==> src/rtl/serdes_pkg.sv <==
// Shared definitions for both ends of the serial link: receiver FSM states,
// frame line levels and the parity helper used when building/checking frames.
package serdes_pkg;

    typedef enum logic [2:0] {
        IDLE,
        DATA,
        PARITY,
        STOP,
        WAIT_IDLE
    } rx_state_e;

    localparam logic START_BIT  = 1'b1;
    localparam logic STOP_BIT   = 1'b0;
    localparam logic IDLE_LEVEL = 1'b0;

    localparam int PARITY_MAX_W = 64;

    // Returns the bit that makes data plus that bit have even parity.
    // Callers zero-extend narrower words, which leaves the result unchanged.
    function automatic logic even_parity(input logic [PARITY_MAX_W-1:0] data);
        return ^data;
    endfunction

endpackage

==> src/rtl/sync_fifo.sv <==
// First-word-fall-through FIFO. The head word is kept in its own register so
// it holds the last value seen once the FIFO drains.
module sync_fifo #(
    parameter int DATA_WIDTH = 8,
    parameter int FIFO_DEPTH = 4,
    localparam int PTR_W     = $clog2(FIFO_DEPTH),
    localparam int COUNT_W   = PTR_W + 1
) (
    input  logic                  clk,
    input  logic                  rst_n,
    input  logic                  push,
    input  logic [DATA_WIDTH-1:0] push_data,
    input  logic                  pop,
    output logic [DATA_WIDTH-1:0] head,
    output logic [COUNT_W-1:0]    count
);

    logic [DATA_WIDTH-1:0] mem [FIFO_DEPTH];
    logic [PTR_W-1:0]      wr_ptr_reg, rd_ptr_reg, rd_ptr_next;
    logic [COUNT_W-1:0]    count_reg, count_next;
    logic [DATA_WIDTH-1:0] head_reg, head_next;
    logic                  do_push, do_pop;

    always_comb begin
        do_pop      = pop && (count_reg != '0);
        do_push     = push && ((count_reg != COUNT_W'(FIFO_DEPTH)) || do_pop);
        rd_ptr_next = rd_ptr_reg + PTR_W'(do_pop);
        count_next  = count_reg + COUNT_W'(do_push) - COUNT_W'(do_pop);
        head_next   = head_reg;
        // If nothing older survives this cycle, the incoming word becomes the head
        // directly, since it is not in the array yet.
        if (count_next != '0) begin
            if ((count_reg - COUNT_W'(do_pop)) == '0) begin
                head_next = push_data;
            end else begin
                head_next = mem[rd_ptr_next];
            end
        end
    end

    always_ff @(posedge clk) begin
        if (do_push) begin
            mem[wr_ptr_reg] <= push_data;
        end
    end

    always_ff @(posedge clk) begin
        if (!rst_n) begin
            wr_ptr_reg <= '0;
            rd_ptr_reg <= '0;
            count_reg  <= '0;
            head_reg   <= '0;
        end else begin
            wr_ptr_reg <= wr_ptr_reg + PTR_W'(do_push);
            rd_ptr_reg <= rd_ptr_next;
            count_reg  <= count_next;
            head_reg   <= head_next;
        end
    end

    assign head  = head_reg;
    assign count = count_reg;

endmodule

==> src/rtl/serdes_rx.sv <==
// Serial link receiver: deframes start/data/parity/stop frames into words,
// drops bad frames with sticky error flags, and buffers good words in a FIFO.
module serdes_rx
    import serdes_pkg::*;
#(
    parameter int DATA_WIDTH = 8,
    parameter int FIFO_DEPTH = 4,
    parameter bit PARITY_EN  = 1'b1
) (
    input  logic                  clk,
    input  logic                  rst_n,
    input  logic                  serial_in,
    output logic [DATA_WIDTH-1:0] parallel_out,
    output logic                  valid_out,
    input  logic                  ready_in,
    output logic                  parity_err,
    output logic                  framing_err,
    output logic                  overflow_err,
    input  logic                  err_clear
);

    localparam int BIT_CNT_W = (DATA_WIDTH > 1) ? $clog2(DATA_WIDTH) : 1;
    localparam int COUNT_W   = $clog2(FIFO_DEPTH) + 1;

    rx_state_e             state_reg, state_next;
    logic [BIT_CNT_W-1:0]  bit_cnt_reg, bit_cnt_next;
    logic [DATA_WIDTH-1:0] shift_reg, shift_next;
    logic                  parity_bit_reg, parity_bit_next;
    logic                  parity_err_reg, framing_err_reg, overflow_err_reg;
    logic                  push, pop, parity_ok;
    logic                  parity_set, framing_set, overflow_set;
    logic [COUNT_W-1:0]    fifo_count;

    // Each data bit lands directly in its own slot rather than being shifted through.
    genvar gi;
    generate
        for (gi = 0; gi < DATA_WIDTH; gi++) begin : g_capture
            assign shift_next[gi] = (state_reg == DATA && bit_cnt_reg == BIT_CNT_W'(gi))
                                    ? serial_in : shift_reg[gi];
        end
    endgenerate

    assign parity_ok = !PARITY_EN
                       || (even_parity(PARITY_MAX_W'(shift_reg)) == parity_bit_reg);

    always_comb begin
        state_next      = state_reg;
        bit_cnt_next    = bit_cnt_reg;
        parity_bit_next = parity_bit_reg;
        push            = 1'b0;
        parity_set      = 1'b0;
        framing_set     = 1'b0;
        case (state_reg)
            IDLE: begin
                if (serial_in == START_BIT) begin
                    state_next   = DATA;
                    bit_cnt_next = '0;
                end
            end
            DATA: begin
                bit_cnt_next = bit_cnt_reg + 1'b1;
                if (bit_cnt_reg == BIT_CNT_W'(DATA_WIDTH - 1)) begin
                    state_next = PARITY_EN ? PARITY : STOP;
                end
            end
            PARITY: begin
                parity_bit_next = serial_in;
                state_next      = STOP;
            end
            STOP: begin
                if (serial_in == STOP_BIT) begin
                    state_next = IDLE;
                    if (parity_ok) begin
                        push = 1'b1;
                    end else begin
                        parity_set = 1'b1;
                    end
                end else begin
                    // A high stop bit means we lost alignment; wait for the line to idle.
                    framing_set = 1'b1;
                    state_next  = WAIT_IDLE;
                end
            end
            WAIT_IDLE: begin
                if (serial_in == IDLE_LEVEL) begin
                    state_next = IDLE;
                end
            end
            default: state_next = IDLE;
        endcase
    end

    assign valid_out    = (fifo_count != '0);
    assign pop          = valid_out && ready_in;
    assign overflow_set = push && (fifo_count == COUNT_W'(FIFO_DEPTH)) && !pop;

    always_ff @(posedge clk) begin
        if (!rst_n) begin
            state_reg        <= IDLE;
            bit_cnt_reg      <= '0;
            shift_reg        <= '0;
            parity_bit_reg   <= 1'b0;
            parity_err_reg   <= 1'b0;
            framing_err_reg  <= 1'b0;
            overflow_err_reg <= 1'b0;
        end else begin
            state_reg        <= state_next;
            bit_cnt_reg      <= bit_cnt_next;
            shift_reg        <= shift_next;
            parity_bit_reg   <= parity_bit_next;
            parity_err_reg   <= parity_set   || (parity_err_reg   && !err_clear);
            framing_err_reg  <= framing_set  || (framing_err_reg  && !err_clear);
            overflow_err_reg <= overflow_set || (overflow_err_reg && !err_clear);
        end
    end

    sync_fifo #(
        .DATA_WIDTH(DATA_WIDTH),
        .FIFO_DEPTH(FIFO_DEPTH)
    ) u_fifo (
        .clk      (clk),
        .rst_n    (rst_n),
        .push     (push),
        .push_data(shift_reg),
        .pop      (pop),
        .head     (parallel_out),
        .count    (fifo_count)
    );

    assign parity_err   = parity_err_reg;
    assign framing_err  = framing_err_reg;
    assign overflow_err = overflow_err_reg;

endmodule

==> config.mk <==
export PLATFORM = sky130hd
export DESIGN_NAME = serdes_rx
export DESIGN_NICKNAME = d
export VERILOG_FILES = /design/src/rtl/serdes_pkg.sv /design/src/rtl/sync_fifo.sv /design/src/rtl/serdes_rx.sv
export SDC_FILE = /design/constraint.sdc
export NUM_CORES = 1
export LEC_CHECK = 0
export ABC_AREA = 1
export CORE_UTILIZATION = 45
export DETAILED_ROUTE_END_ITERATION = 8
export MAX_ROUTING_LAYER = met4
export PLACE_DENSITY = 0.68
export SYNTH_ARGS = -nofsm -noshare
export SYNTH_HDL_FRONTEND = slang
export SYNTH_SLANG_ARGS = --single-unit
==> constraint.sdc <==
create_clock -name clk -period 4.64 [get_ports clk]
set_input_delay 0.928 -clock clk [delete_from_list [all_inputs] [get_ports clk]]
set_output_delay 0.928 -clock clk [all_outputs]
set_load 0.02 [all_outputs]
==> impl_metrics.py, run 1 <==
metrics = {
    "synth": {
        "synth-simple-area-share_pct": 19.3,
        "async_reset_ff_share_pct": 0,
        "synth_top_area_share_pct": 32.1,
        "synth_cell_types": 34,
        "muxShareOfSynthArea_pct": 0.752,
        "synth_common_cells": "68 x nand2_1, 49 x inv_1, 33 x dfxtp_1",
        "syn_nets": 352,
        "synth_edf_count": 32,
        "synth_compound_area_share_pct": 10.8,
        "synth_area_leaders": "edfxtp_1 32%, dfxtp_1 22%, nand2_1 8.5%, inv_1 6.1%, ha_1 4.6%",
        "synth_top_family_by_area": "simple AND/OR/NAND/NOR gates",
        "seq_area_frac_synth_pct": 54.2,
        "syn_avg_cell_area_um2": 8.94,
        "yosys_warnings": 0,
        "synth-seq-cells": 65,
        "synth_cells": 335,
        "synth_area_um2": 2990,
        "yosysMostFrequentCell": "nand2_1",
        "synth_fa_ha_area_share_pct": 5.27,
        "synth-xor-area-share_pct": 1.17,
        "yosysTopAreaCell": "edfxtp_1",
        "ys.flop_type": "dfxtp_1",
    },
    "route": {
        "firstDrtPassIters": 4,
        "drc": 0,
        "wl_per_cell_um": 12.8,
        "detail-route-antenna-nets": 0,
        "vias": 2161,
        "viasPerCell": 4.98,
        "routed_wl_mm": 5.55,
        "drtIter0Drc": 87,
    },
    "cts": {
        "cts_root_buffer": "clkbuf_8",
        "cts_buffer_depth": 2,
        "ctsResizeCount": 0,
        "ctsHoldBuffers": 0,
        "clk_pin_slew_worst_paths_ns": 0.07,
        "post_cts_buffers": 0,
        "worstSkewPairLatency_ns": 0.34,
        "numCtsBuffers": 9,
        "htree_levels": 3,
        "tritoncts": "built",
        "cts.sink_count": 65,
    },
    "hold_path": {
        "hold_end": "parity_err$_SDFF_PN0_",
        "holdPathStages": 2,
        "holdCritPathClass": "flop to flop",
        "hold_path.startpoint": "parity_err$_SDFF_PN0_",
    },
    "timing": {
        "setup_tns_ns": 0,
        "relSlewSlack_pct": 47.6,
        "fin_skew_ns": 0.00380,
        "hold_viol_final": 0,
        "worst_pin_slew_ns": 0.786,
        "fin_crit_ns": 3.62,
        "rsz0062_at_grt": "false",
        "slew_violations": 0,
        "setup_violations": 0,
        "max_freq_mhz": 277,
        "period_share_pct": 77.9,
    },
    "setup_path": {
        "path_class": "primary input to flop",
        "cp.arrival_ns": 3.85,
        "r2r_start": "shift_reg[4]$_SDFFE_PN0P_",
        "endpoint_kind": "flop",
        "worstRegToRegCells": 19,
        "r2r_end": "u_fifo.head[6]$_SDFFE_PN0P_",
        "crit_fanout": 14,
        "rrSetupSlack_ns": 1.58,
        "required_ns": 4.88,
        "start_kind": "primary input",
    },
    "floorplan": {
        "core.rowCount": 29,
        "die_area_um2": 6980,
        "die_w_um": 83.6,
        "core_um2": 6390,
        "die_h_um": 83.6,
        "start_util_pct": 46.9,
        "ios": 17,
    },
    "placement": {
        "gp_congestion": 0.805,
        "portBuffers": 16,
        "place_hpwl_mm": 3.93,
    },
    "layout": {
        "syn2layout_area_growth_pct": 13.5,
        "final-seq-area_um2": 1620,
        "drive_gt1_share_pct": 8.12,
        "multi_input_area_um2": 1120,
        "fin_util_pct": 53.2,
        "largest_reg_flops": 32,
        "n_antenna_cell": 0,
        "finalNetCount": 369,
        "fillCellCount": 601,
    },
    "pwr": {
        "power_leakage_uw": 0.00135,
        "vdd_drop_max_mv": 0.555,
        "p_per_area_nw_per_um2": 557,
    },
    "global_routing": {
        "grt_pass1_vias": 2036,
        "grt_pass1_wl_mm": 9.42,
        "overflow": 0,
        "grtUsageMet1_pct": 21.1,
        "antenna_found_initial": 0,
        "grt_max_degree": 30,
        "grt_use_total_pct": 17.9,
        "grt.met2_usage_pct": 28.5,
        "top_usage_layer": "met2",
        "grtUsageMet3_pct": 6.53,
    },
    "status": {
        "run_status": "finished, final reports clean",
    },
    "run": {
        "drv_cap": 0,
    },
}
-- worst max-delay path by stage --
stage                     startpoint                           to  slack (ns)  depth (start not counted)
after floorplan            serial_in  u_fifo.head[3]$_SDFFE_PN0P_        1.70                          9
after global routing       serial_in  u_fifo.head[6]$_SDFFE_PN0P_        0.68                         10
after detailed placement   serial_in  u_fifo.head[6]$_SDFFE_PN0P_        0.69                         10
final                      serial_in  u_fifo.head[6]$_SDFFE_PN0P_        1.02                         10
after CTS                  serial_in  u_fifo.head[6]$_SDFFE_PN0P_        1.05                         10
after global placement     serial_in  u_fifo.head[7]$_SDFFE_PN0P_        0.79                         10
-- through the flow --
step / instances / setup slack [ns] / area [µm²] / total power [µW] / hold WS [ns]
floorplan: 335 / 1.70 / 2990 / 1270 / 0.444
global placement: 418 / 0.786 / 3200 / 1430 / 0.454
detailed placement: 418 / 0.691 / 3200 / 1450 / 0.457
CTS: 434 / 1.05 / 3400 / 1910 / 0.468
global route: 434 / 0.678 / 3400 / 2030 / 0.492
finish: 434 / 1.02 / 3400 / 1890 / 0.470
-- power breakdown --
part	total (µW)	internal (µW)	leakage, µW	switching, µW
Sequential	703	662	0.000563	41.2
Combinational	726	274	0.000688	452
Clock	463	254	0.000102	208
Total	1890	1190	0.00135	702
-- logic make-up after synthesis --
group                    Yosys count
multiplexers                       2
AO/OA/AOI/OAI                     59
AND/OR/NAND/NOR                  129
buffers and inverters             64
flip-flops                        65
adder cells (fa/ha/maj)           12
XOR/XNOR                           4
-- critical path: stages --
cell	delay, ns
clkdlybuf4s50_1	0.64
nor4_1	0.53
nand3b_1	0.24
inv_1	0.15
ha_1	0.17
fa_1	0.46
nor3_4	0.38
inv_2	0.14
o21ai_1	0.15
nor2_1	0.06
-- cell usage in the layout (no fill, tap or decap), types with 3 or more instances in the layout --
cell and instances:
a21oi_1 16, a31oi_1 7, clkbuf_8 11, clkdlybuf4s50_1 16
dfxtp_1 33, edfxtp_1 32, ha_1 11, inv_1 49
inv_2 4, nand2_1 68, nand3_1 9, nor2_1 25
nor3_1 7, nor4_1 7, o21ai_0 22, o21ai_1 3
o22ai_1 7, xnor2_1 4
-- cell type report --
class | count | share of cell area [%]
Sequential cell | 65 | 47.7
Multi-Input combinational cell | 206 | 32.9
Inverter | 53 | 5.86
Clock buffer | 14 | 5.41
Timing Repair Buffer | 17 | 4.94
Tap cell | 77 | 2.84
Clock inverter | 2 | 0.295
-- metal layers --
layer	up-vias	share of wire (%)
li1	1147	-
met1	987	48
met2	23	48
met3	4	3.0
met4	0	0.92
met5	-	0
(Power assumes the default switching activity.)
==> inputs of run 2 (changes only) <==
clock period = 3.58 ns   (was 4.64 ns; I/O delays follow)
==> run 2 against run 1 <==
Effect of this change: clock power is 29% higher; combinational power is 31% higher; critical path type is now flop to flop; largest power group unchanged; flip-flop and latch count stayed put; sequential share of layout area is 0.57 points lower; wire length is 1.1% higher; register-to-register slack worse by 1.1 ns; critical endpoint is now u_fifo.head[7]$_SDFFE_PN0P_.
==> impl_metrics.py, run 2 (same netlist as run 1, synthesis figures left out) <==
metrics = {
    "status": {
        "run_status": "finished, final reports clean",
    },
    "global_routing": {
        "overflow": 0,
        "antenna_found_initial": 0,
        "grt_max_degree": 30,
        "grt_pass1_vias": 2067,
        "grt_pass1_wl_mm": 9.51,
        "grt_use_total_pct": 18.0,
    },
    "setup_path": {
        "rrSetupSlack_ns": 0.51,
        "crit_fanout": 9,
        "path_class": "flop to flop",
        "required_ns": 3.80,
        "r2r_start": "shift_reg[4]$_SDFFE_PN0P_",
        "crit_end": "u_fifo.head[7]$_SDFFE_PN0P_",
        "critPathLaunch": "shift_reg[4]$_SDFFE_PN0P_",
        "cp.arrival_ns": 3.30,
        "r2r_end": "u_fifo.head[7]$_SDFFE_PN0P_",
        "endpoint_kind": "flop",
        "start_kind": "flop",
        "worstRegToRegCells": 17,
    },
    "timing": {
        "worst_pin_slew_ns": 0.819,
        "setup_tns_ns": 0,
        "period_share_pct": 85.9,
        "hold_viol_final": 0,
        "slew_violations": 0,
        "fin_crit_ns": 3.07,
        "max_freq_mhz": 325,
        "setup_violations": 0,
        "relSlewSlack_pct": 45.4,
        "rsz0062_at_grt": "false",
        "fin_skew_ns": 0.0128,
    },
    "layout": {
        "final_cell_mix": "68 x nand2_1, 49 x inv_1, 33 x dfxtp_1",
        "layout_commonest_cell": "nand2_1",
        "fin_cells": 439,
        "drive_gt1_share_pct": 9.94,
        "syn2layout_area_growth_pct": 14.8,
        "postLayoutCellArea_um2": 3440,
        "finalNetCount": 374,
        "largest_reg_flops": 32,
        "n_antenna_cell": 0,
    },
    "cts": {
        "cts_root_buffer": "clkbuf_8",
        "worstSkewPairLatency_ns": 0.34,
        "ctsResizeCount": 0,
        "ctsHoldBuffers": 0,
        "htree_levels": 3,
        "cts.sink_count": 65,
        "cts_buffer_depth": 2,
        "tritoncts": "built",
        "post_cts_buffers": 0,
        "numCtsBuffers": 9,
        "clk_pin_slew_worst_paths_ns": 0.08,
    },
    "floorplan": {
        "die_w_um": 83.6,
        "start_util_pct": 46.9,
        "core.rowCount": 29,
        "core_um2": 6390,
        "die_area_um2": 6980,
        "ios": 17,
        "die_h_um": 83.6,
    },
    "route": {
        "routed_wl_mm": 5.61,
        "drtIter0Drc": 126,
        "detail-route-antenna-nets": 0,
        "wl_per_cell_um": 12.8,
        "firstDrtPassIters": 4,
        "viasPerCell": 5.00,
        "drc": 0,
        "vias": 2197,
    },
    "pwr": {
        "power_leakage_uw": 0.00138,
        "p_sw_uw": 928,
        "seq_power_share_pct": 37.0,
        "pwr-share-comb_pct": 38.7,
        "pwr-share-clk_pct": 24.3,
        "intPower_uw": 1530,
        "p_per_area_nw_per_um2": 715,
        "switching_share_pct": 37.7,
        "vdd_drop_max_mv": 0.697,
    },
    "placement": {
        "portBuffers": 16,
        "gp_congestion": 0.816,
        "place_hpwl_mm": 4.01,
        "placedCellCount": 423,
        "placed_cell_area_um2": 3240,
    },
    "hold_path": {
        "holdCritPathClass": "flop to flop",
    },
    "run": {
        "drv_cap": 0,
    },
}
-- run 2: cell types whose count changed in the layout (fill, tap and decap cells not counted), sizes merged --
cell	before	now
clkinv	2	3
clkbuf	14	11
inv	53	55
buf	1	6
-- run 2: cell type report --
class / instances / area [µm²]
Inverter: 53 / 199
Multi-Input combinational cell: 206 / 1120
Tap cell: 77 / 96.3
Fill cell: 578 / 2950
Sequential cell: 65 / 1620
Clock inverter: 5 / 35.0
Clock buffer: 11 / 163
Timing Repair Buffer: 22 / 205
-- run 2: how the worst min path moves through the flow --
stage	from	to	slack, ns	cells past startpoint
6_report	parity_err$_SDFF_PN0_	parity_err$_SDFF_PN0_	0.47	2
5_1_grt	framing_err$_SDFF_PN0_	framing_err$_SDFF_PN0_	0.50	2
4_1_cts	parity_bit_reg$_SDFFE_PN0P_	parity_bit_reg$_SDFFE_PN0P_	0.47	2
3_5_place_dp	parity_err$_SDFF_PN0_	parity_err$_SDFF_PN0_	0.46	2
3_3_place_gp	overflow_err$_SDFF_PN0_	overflow_err$_SDFF_PN0_	0.46	2
2_1_floorplan	parity_bit_reg$_SDFFE_PN0P_	parity_bit_reg$_SDFFE_PN0P_	0.44	2
-- run 2: metrics by stage --
stage | power [µW] | worst slack (ns) | util (%) | hold WS (ns)
2_1_floorplan | 1650 | 0.848 | - | 0.444
6_report | 2460 | 0.505 | 53.8 | 0.472
5_1_grt | 2650 | 0.178 | 53.8 | 0.500
3_5_place_dp | 1880 | 0.191 | 50.7 | 0.465
3_3_place_gp | 1860 | 0.259 | 50.7 | 0.456
4_1_cts | 2490 | 0.511 | 53.8 | 0.475
-- run 2: per-layer routing --
layer  track usage (%)  share of wire, %  wire, µm  vias to the layer above
li1                  -                 -         -                     1151
met1              21.9                48      2680                     1003
met2              28.6                48      2670                       33
met3              5.34               3.2       181                       10
met4              6.01               1.3        73                        0
met5                 -                 0         0                        -
-- run 2: critical path: stages (launching register included) --
cell,delay (ns)
dfxtp_1,0.50
inv_1,0.10
nand2_1,0.07
nand2_1,0.08
nand2_1,0.10
nand2_1,0.06
nand2_1,0.07
nand3_1,0.12
nand2_1,0.12
inv_1,0.04
nand3b_1,0.15
inv_1,0.10
ha_1,0.22
fa_1,0.50
nor3_4,0.38
inv_2,0.14
o21ai_1,0.14
nor2_1,0.07
-- run 2: power by group through the flow --
stage,clock network (µW),logic (µW),registers [µW]
global placement,0,937,925
global route,649,1080,920
floorplan,0,683,962
detailed placement,0,952,928
CTS,615,959,912
finish,598,952,910
==> inputs of run 3 (changes only) <==
CORE_UTILIZATION = 47   (was 45)
PLACE_DENSITY = 0.7   (was 0.68)
clock period = 3.6 ns   (was 3.58 ns; I/O delays follow)
==> run 3 against run 2 <==
Effect of this change: core utilization is 3.9 points higher; via count up 3.0%; critical path depth decreased by 6; clock power increased by 16%; first-iteration DRC count fell by 5.6%; non-clock buffer count is 2 higher; count of clock-buffer cells in the layout is 4 higher; die area down 4.2%; design area rose by 1.2%; register-to-register slack improved by 0.05 ns; largest power group unchanged.
==> impl_metrics.py, run 3 (same netlist as run 1, synthesis figures left out) <==
metrics = {
    "status": {
        "run_status": "finished, final reports clean",
    },
    "pwr": {
        "vdd_drop_max_mv": 0.498,
        "power_leakage_uw": 0.00140,
        "pwr-share-clk_pct": 27.1,
        "pwr-share-comb_pct": 37.5,
        "p_per_area_nw_per_um2": 734,
        "p_sw_uw": 925,
        "intPower_uw": 1630,
        "seq_power_share_pct": 35.4,
        "switching_share_pct": 36.2,
    },
    "route": {
        "wl_per_cell_um": 13.4,
        "firstDrtPassIters": 4,
        "routed_wl_mm": 5.88,
        "viasPerCell": 5.15,
        "drtIter0Drc": 119,
        "detail-route-antenna-nets": 0,
        "vias": 2263,
        "drc": 0,
    },
    "layout": {
        "n_antenna_cell": 0,
        "fillCellCount": 530,
        "layout_commonest_cell": "nand2_1",
        "fin_cells": 439,
        "postLayoutCellArea_um2": 3480,
        "drive_gt1_share_pct": 9.89,
        "largest_reg_flops": 32,
        "final_cell_mix": "68 x nand2_1, 49 x inv_1, 33 x dfxtp_1",
        "syn2layout_area_growth_pct": 16.3,
        "finalNetCount": 376,
    },
    "setup_path": {
        "cpPeakStageDelay_ns": 0.48,
        "crit_fanout": 9,
        "path_class": "primary input to flop",
        "cp.arrival_ns": 3.34,
        "start_kind": "primary input",
        "required_ns": 3.84,
        "path_cells": "clkdlybuf4s50_1 -> nor4_1 -> buf_4 -> nand3b_1 -> inv_1 -> ha_1 -> fa_1 -> nor3_4 -> inv_2 -> o21ai_1 -> nor2_1",
        "cp_slowest_cell": "fa_1",
        "endpoint_kind": "flop",
    },
    "floorplan": {
        "ios": 17,
        "start_util_pct": 49.7,
        "die_w_um": 81.8,
        "core.rowCount": 28,
        "die_h_um": 81.8,
        "core_um2": 6030,
        "die_area_um2": 6690,
    },
    "timing": {
        "period_share_pct": 86.1,
        "worst_pin_slew_ns": 0.783,
        "rsz0062_at_grt": "false",
        "setup_violations": 0,
        "relSlewSlack_pct": 47.8,
        "slew_violations": 0,
        "max_freq_mhz": 323,
        "fin_crit_ns": 3.10,
        "fin_skew_ns": 0.0117,
        "setup_ws_ns": 0.500,
        "setup_tns_ns": 0,
        "hold_viol_final": 0,
        "timing.hold.ws_ns": 0.462,
    },
    "placement": {
        "placed_cell_area_um2": 3250,
        "place_hpwl_mm": 3.95,
        "placedCellCount": 423,
        "gp_congestion": 0.750,
        "portBuffers": 16,
        "pre_cts_ws_ns": 0.156,
    },
    "cts": {
        "ctsHoldBuffers": 0,
        "tritoncts": "built",
        "cts_buffer_depth": 2,
        "post_cts_buffers": 0,
        "cts_root_buffer": "clkbuf_8",
        "worstSkewPairLatency_ns": 0.35,
        "htree_levels": 3,
        "clk_pin_slew_worst_paths_ns": 0.07,
        "numCtsBuffers": 9,
        "cts.sink_count": 65,
        "ctsResizeCount": 0,
    },
    "global_routing": {
        "grt_pass1_wl_mm": 9.34,
        "antenna_found_initial": 0,
        "grt_pass1_vias": 2045,
        "grt_max_degree": 30,
        "grt_use_total_pct": 20.0,
        "overflow": 0,
    },
    "run": {
        "drv_cap": 0,
    },
    "hold_path": {
        "holdCritPathClass": "flop to flop",
    },
}
run 3: path summary, 6_finish.rpt:
path | startpoint | end | slack (ns) | depth (start not counted)
max | serial_in | u_fifo.head[3]$_SDFFE_PN0P_ | 0.50 | 11
min | u_fifo.head[1]$_SDFFE_PN0P_ | u_fifo.head[1]$_SDFFE_PN0P_ | 0.46 | 2
max reg2reg | shift_reg[2]$_SDFFE_PN0P_ | u_fifo.head[3]$_SDFFE_PN0P_ | 0.56 | 17
min reg2reg | u_fifo.head[1]$_SDFFE_PN0P_ | u_fifo.head[1]$_SDFFE_PN0P_ | 0.46 | 2
run 3: layout make-up:
class,count,area (µm²),area share (%)
sequential,65,1620,46.6
multi-input combinational,206,1120,32.1
timing repair buffer,24,220,6.33
inverter,53,199,5.72
clock buffer,15,198,5.68
tap,75,93.8,2.70
clock inverter,1,30.0,0.863
run 3: worst max-delay path, delay by kind of cell:
kind	cells	cell delay (ns)
buffers and inverters	4	0.88
AND/OR/NAND/NOR	4	0.94
adder cells (fa/ha/maj)	2	0.65
AO/OA/AOI/OAI	1	0.15
run 3: power groups by stage:
stage               clock, µW  combinational (µW)  sequential, µW
floorplan                   0                 679             957
global placement            0                 945             919
detailed placement          0                 961             922
CTS                       704                 967             906
global route              737                1080             914
finish                    693                 958             906
run 3: through the flow:
stage / total power, µW / util [%]
2_1_floorplan: 1640 / -
3_3_place_gp: 1860 / 54.0
3_5_place_dp: 1880 / 54.0
4_1_cts: 2580 / 57.8
5_1_grt: 2730 / 57.8
6_report: 2560 / 57.8
run 3: layer usage:
layer | up-vias | share of wire (%) | GRT usage, %
met5 | - | 0 | -
li1 | 1165 | - | -
met1 | 1042 | 46 | 23.2
met2 | 48 | 49 | 32.1
met3 | 8 | 4.1 | 6.33
met4 | 0 | 1.1 | 7.72
